==> config.mk <==
export PLATFORM = sky130hd
export DESIGN_NAME = game_input_ctrl
export DESIGN_NICKNAME = d
export VERILOG_FILES = /design/src/rtl/game_pkg.sv /design/src/rtl/button_debounce.sv /design/src/rtl/game_input_ctrl.sv
export SDC_FILE = /design/constraint.sdc
export NUM_CORES = 1
export LEC_CHECK = 0
export CAP_MARGIN = 20
export CORE_ASPECT_RATIO = 0.7
export CORE_MARGIN = 2
export CORE_UTILIZATION = 62
export DETAILED_ROUTE_END_ITERATION = 8
export GPL_ROUTABILITY_DRIVEN = 0
export PLACE_DENSITY_LB_ADDON = 0.3
export SLEW_MARGIN = 20
export SYNTH_ARGS = -nofsm -noshare
export SYNTH_HDL_FRONTEND = slang
export SYNTH_HIERARCHICAL = 1
export SYNTH_SLANG_ARGS = --single-unit
==> constraint.sdc <==
create_clock -name clk -period 2.5 [get_ports clk]
set_clock_uncertainty 0.1 [all_clocks]
set_input_delay 0.375 -clock clk [delete_from_list [all_inputs] [get_ports clk]]
set_output_delay 0.375 -clock clk [all_outputs]
set_load 0.05 [all_outputs]
==> src/rtl/game_pkg.sv <==
// Shared definitions for the game input front end: debounce FSM encoding,
// button indices (which also fix the command priority) and gameFSM state codes.
package game_pkg;

  // Debounce FSM state encoding.
  typedef enum logic [1:0] {
    IDLE_UP   = 2'd0,
    CNT_DOWN  = 2'd1,
    HELD_DOWN = 2'd2,
    CNT_UP    = 2'd3
  } deb_state_e;

  // Button indices; a lower index wins when press events coincide.
  localparam int BTN_RESET = 0;
  localparam int BTN_START = 1;
  localparam int BTN_PAUSE = 2;
  localparam int NUM_BTN   = 3;

  // Downstream gameFSM state codes, for benches that follow the game state.
  typedef enum logic [2:0] {
    START    = 3'b000,
    PLAYING  = 3'b001,
    PAUSE    = 3'b010,
    RESET    = 3'b011,
    GAMEOVER = 3'b100
  } game_state_e;

endpackage

==> src/rtl/button_debounce.sv <==
// One push button: 2-flop synchronizer followed by a debounce FSM that emits
// a single registered pressEvt per accepted press. Release is debounced but
// silent. A button must be seen released after reset before a press counts.
module button_debounce
  import game_pkg::*;
#(
  parameter int DEBOUNCE_CYCLES = 250000,
  parameter int CNT_W           = $clog2(DEBOUNCE_CYCLES)
) (
  input  logic clk,
  input  logic resetFSM,
  input  logic btnRaw,
  output logic pressEvt
);

  localparam logic [CNT_W-1:0] CNT_MAX = CNT_W'(DEBOUNCE_CYCLES - 1);

  logic [1:0]       sync_q, sync_d;
  logic [1:0]       vld_q, vld_d;
  logic             armed_q, armed_d;
  deb_state_e       state_q, state_d;
  logic [CNT_W-1:0] cnt_q, cnt_d;
  logic             press_evt_q, press_evt_d;
  logic             lvl;

  // Synchronized, active-low button level (0 = pressed).
  assign lvl = sync_q[1];

  // Synchronizer shift plus arming: vld_q marks when sync_q[1] holds a real
  // sample rather than its reset value; the button arms once that real sample
  // reads released, so a button held through reset is ignored.
  always_comb begin
    sync_d  = {sync_q[0], btnRaw};
    vld_d   = {vld_q[0], 1'b1};
    armed_d = armed_q | (vld_q[1] & lvl);
  end

  // Next-state and counter: count consecutive stable samples in each direction.
  always_comb begin
    // NOTE: every comb output gets a default first so no path leaves it unassigned (no latch).
    state_d = state_q;
    cnt_d   = cnt_q;
    unique case (state_q)
      IDLE_UP: begin
        if (armed_q && !lvl) begin
          state_d = CNT_DOWN;
          cnt_d   = '0;
        end
      end
      CNT_DOWN: begin
        if (lvl) begin
          state_d = IDLE_UP;
          cnt_d   = '0;
        end else if (cnt_q == CNT_MAX) begin
          state_d = HELD_DOWN;
          cnt_d   = '0;
        end else begin
          cnt_d = cnt_q + CNT_W'(1);
        end
      end
      HELD_DOWN: begin
        if (lvl) begin
          state_d = CNT_UP;
          cnt_d   = '0;
        end
      end
      CNT_UP: begin
        if (!lvl) begin
          state_d = HELD_DOWN;
          cnt_d   = '0;
        end else if (cnt_q == CNT_MAX) begin
          state_d = IDLE_UP;
          cnt_d   = '0;
        end else begin
          cnt_d = cnt_q + CNT_W'(1);
        end
      end
      default: begin
        state_d = IDLE_UP;
        cnt_d   = '0;
      end
    endcase
  end

  // Output decode: one event on the cycle the press count completes.
  always_comb begin
    press_evt_d = (state_q == CNT_DOWN) && !lvl && (cnt_q == CNT_MAX);
  end

  // State register with synchronous active-low reset; sync flops reset to released.
  always_ff @(posedge clk) begin
    // NOTE: sequential state uses non-blocking assignments so all flops update from pre-edge values.
    if (!resetFSM) begin
      sync_q      <= 2'b11;
      vld_q       <= 2'b00;
      armed_q     <= 1'b0;
      state_q     <= IDLE_UP;
      cnt_q       <= '0;
      press_evt_q <= 1'b0;
    end else begin
      sync_q      <= sync_d;
      vld_q       <= vld_d;
      armed_q     <= armed_d;
      state_q     <= state_d;
      cnt_q       <= cnt_d;
      press_evt_q <= press_evt_d;
    end
  end

  assign pressEvt = press_evt_q;

endmodule

==> src/rtl/game_input_ctrl.sv <==
// Game input front end: three debounced buttons, fixed-priority arbiter
// (reset > start > pause) and registered command outputs for gameFSM.
// Define GAME_PAUSE_TOGGLE_EN to make pauseGame a toggling level that is
// cleared by reset/start; otherwise pauseGame is a one-cycle strobe.
module game_input_ctrl
  import game_pkg::*;
#(
  parameter int DEBOUNCE_CYCLES = 250000,
  parameter int CNT_W           = $clog2(DEBOUNCE_CYCLES)
) (
  input  logic clk,
  input  logic resetFSM,
  input  logic btnStart,
  input  logic btnPause,
  input  logic btnReset,
  output logic startGame,
  output logic pauseGame,
  output logic reset
);

  logic [NUM_BTN-1:0] btn_raw;
  logic [NUM_BTN-1:0] press_evt;
  logic               start_q, start_d;
  logic               pause_q, pause_d;
  logic               reset_q, reset_d;
  logic               pause_hit;

  assign btn_raw[BTN_RESET] = btnReset;
  assign btn_raw[BTN_START] = btnStart;
  assign btn_raw[BTN_PAUSE] = btnPause;

  for (genvar i = 0; i < NUM_BTN; i++) begin : g_btn
    button_debounce #(
      .DEBOUNCE_CYCLES(DEBOUNCE_CYCLES),
      .CNT_W          (CNT_W)
    ) u_debounce (
      .clk     (clk),
      .resetFSM(resetFSM),
      .btnRaw  (btn_raw[i]),
      .pressEvt(press_evt[i])
    );
  end

  // Arbiter: highest-priority event wins, coincident lower ones are dropped.
  always_comb begin
    reset_d   = press_evt[BTN_RESET];
    start_d   = press_evt[BTN_START] & ~press_evt[BTN_RESET];
    pause_hit = press_evt[BTN_PAUSE] & ~press_evt[BTN_RESET] & ~press_evt[BTN_START];
`ifdef GAME_PAUSE_TOGGLE_EN
    if (reset_d || start_d) begin
      pause_d = 1'b0;
    end else if (pause_hit) begin
      pause_d = ~pause_q;
    end else begin
      pause_d = pause_q;
    end
`else
    pause_d = pause_hit;
`endif
  end

  // Registered command outputs.
  always_ff @(posedge clk) begin
    if (!resetFSM) begin
      start_q <= 1'b0;
      pause_q <= 1'b0;
      reset_q <= 1'b0;
    end else begin
      start_q <= start_d;
      pause_q <= pause_d;
      reset_q <= reset_d;
    end
  end

  assign startGame = start_q;
  assign pauseGame = pause_q;
  assign reset     = reset_q;

endmodule
==> flow_metrics.tcl <==
set metrics [dict create \
    outcome "complete, no violations" \
    fmax_mhz 438.2 \
    netlist.top_cell.by_area "dfxtp_1" \
    rr_worst_depth 6 \
    dr_total_vias 3443 \
    htreeDepth 3 \
    power.leakage_uw 0.001494 \
    dieArea_mm2 0.006987 \
    drt_iter0_markers 258 \
    cp.required_ps 2650 \
    syn2layout_area_growth_pct 8.711 \
    fin_cells 546 \
    finalSetupViolCount 0 \
    fin_crit_sh_pct 91.29 \
    post_cts_buffers 0 \
    synthDistinctLibCells 58 \
    die_h_um 70.54 \
    cts.path.max_buffers 2 \
    root_buffer "clkbuf_8" \
    wl_per_cell_um 15.38 \
    setup_tns_ps 0 \
    relSlewSlack_pct 58.57 \
    antenna_cells 0 \
    async_reset_ff_share_pct 0 \
    synthTopCellsByCount "dfxtp_1 (81), nand2_1 (50), nand3_1 (48), o21ai_0 (29), a21oi_1 (25)" \
    rsz0062_at_grt "no" \
    syn_area_mm2 0.003921 \
    viasPerCell 6.306 \
    critPathCaptureType "flip-flop" \
    drc_errors 0 \
    port_buffers 7 \
    synth_edf_count 0 \
    grt_max_degree 21 \
    firstDrtPassIters 4 \
    drv_cap 0 \
    grt_pass1_wl_um 14730 \
    overflow 0 \
    power_density_mw_per_mm2 569.9 \
    routed_wl_um 8399 \
    hold_depth 1 \
    path_class "reg2reg" \
    yosysMostFrequentCell "dfxtp_1" \
    clk_pin_slew_worst_paths_ps 80 \
    total_power_uw 2430 \
    min_path_type "reg2reg" \
    tightest_slew_ps 619.8 \
    start_util_pct 63.70 \
    antenna_found_initial 0 \
    top_layer_used "met4" \
    arrival_ps 2430 \
    synth.area.top_cells "dfxtp_1 (41%), nand3_1 (6.1%), nand2_1 (4.8%)" \
    row_count 24 \
    met1_length_um 4118 \
    cts_resized 0 \
    cts_tree "built" \
    clkLatencyLatePin_ps 350 \
    layout.nets 471 \
    die_w_um 99.06 \
    crit_path_max_fanout 10 \
    synth_top_area_share_pct 41.35 \
    drv_slew 0 \
    core-area_mm2 0.006156 \
    dpl.cell_count 530 \
    numClockSinks 81 \
    finalHoldViolCount 0 \
    placed_cell_area_mm2 0.004051 \
    ioPinCount 8 \
    peakVddDrop_mv 0.4482 \
    ys_seq_elements 81 \
    yosys_most_used_dff "dfxtp_1" \
    syn_avg_cell_area_um2 8.637 \
    finalWorstPathRequiredPeriod_ps 2282 \
    cts_buffers 9 \
    wl_met2_um 3670 \
    stdcell_area_mm2 0.004263 \
    synth_warnings 6 \
    synth-seq-area-share_pct 41.35 \
    track_usage_pct 25.68 \
    final_util_pct 69.25 \
    startpoint_type "flip-flop" \
    ctsHoldBuffers 0 \
    grt_pass1_vias 3202 \
    dpl.hpwl_um 5733 \
    drive_gt1_share_pct 11.75 \
    syn_nets 462 \
    drtAntennaViolNets 0 \
    dr_wl_met3_um 544 \
    syn_inst 454 \
]
[critical path, stage by stage (launching register included)]
cell and delay (ps):
dfxtp_1 400, ha_1 250, nand3_2 130, or4_4 540, o21ai_2 430, o21bai_1 140, a21o_1 190
[registers in the layout, summed over array words and instances, names as in the netlist, named ones only]
register and count:
g_btn.u_debounce/cnt_q 54, pauseGame 1, g_btn.u_debounce/state_q 3, reset 1
g_btn.u_debounce/sync_q 6, g_btn.u_debounce/vld_q 6, startGame 1, g_btn.u_debounce/armed_q 3
g_btn.u_debounce/pressEvt 3
[worst paths after layout]
check                                                               start                                        end  slack (ps)
worst max-delay path            g_btn[1].u_debounce/cnt_q[0]$_SDFFE_PN0P_  g_btn[1].u_debounce/cnt_q[7]$_SDFFE_PN0P_         220
worst min-delay path             g_btn[1].u_debounce/sync_q[0]$_SDFF_PN1_   g_btn[1].u_debounce/sync_q[1]$_SDFF_PN1_         310
worst max register to register  g_btn[1].u_debounce/cnt_q[0]$_SDFFE_PN0P_  g_btn[1].u_debounce/cnt_q[7]$_SDFFE_PN0P_         220
worst min register to register   g_btn[1].u_debounce/sync_q[0]$_SDFF_PN1_   g_btn[1].u_debounce/sync_q[1]$_SDFF_PN1_         310
[report_power, final]
part	internal (µW)	total [µW]	switching [µW]
clock network	562	1030	471
logic	38.0	84.9	46.9
registers	1300	1310	9.20
[metal layers]
layer  vias to the layer above  global-route usage, %
met5                         -                      0
met4                         0                  6.697
met3                         9                  8.202
met2                       141                  37.24
met1                      1608                  37.25
li1                       1685                      -
[cells in the final DEF, fill, tap and decap left out, types with 9 or more instances in the layout]
| cell type | instances |
|---|---|
| a21oi_1 | 25 |
| nand2b_1 | 10 |
| and3_1 | 9 |
| nand3_1 | 48 |
| dfxtp_1 | 81 |
| clkbuf_8 | 9 |
| o21ai_0 | 29 |
| inv_1 | 17 |
| or3_1 | 13 |
| nor3_1 | 10 |
| nand4_1 | 12 |
| mux2i_1 | 10 |
| a21o_1 | 9 |
| nand2_1 | 50 |
| nor2_1 | 14 |
[metrics by stage]
stage	setup slack [ps]	hold WS [ps]
after floorplan	554.1	286.3
after global placement	152.0	287.7
after detailed placement	34.42	292.2
after CTS	260.9	312.7
after global routing	103.4	340.4
final	217.8	312.0
[kinds of logic (layout without fill, tap and decap cells)]
| group | Yosys count | after routing | share of synthesized area, % |
|---|---|---|---|
| AND/OR/NAND/NOR | 221 | 221 | 32.99 |
| multiplexers | 10 | 10 | 2.553 |
| buffers and inverters | 34 | 48 | 4.276 |
| AO/OA/AOI/OAI | 97 | 97 | 16.08 |
| flip-flops | 81 | 81 | 41.35 |
| adder cells (fa/ha/maj) | 3 | 3 | 0.9573 |
| XOR/XNOR | 8 | 8 | 1.787 |
[cell type report]
class | instances | area (µm²)
clock buffers | 11 | 131.4
clock inverters | 5 | 80.08
fillers | 491 | 1893
inverters | 17 | 63.81
multi-input cells | 339 | 2138
flip-flops and latches | 81 | 1622
well taps | 78 | 97.59
repair buffers | 15 | 130.1
Power figures use the tool's default switching activity.
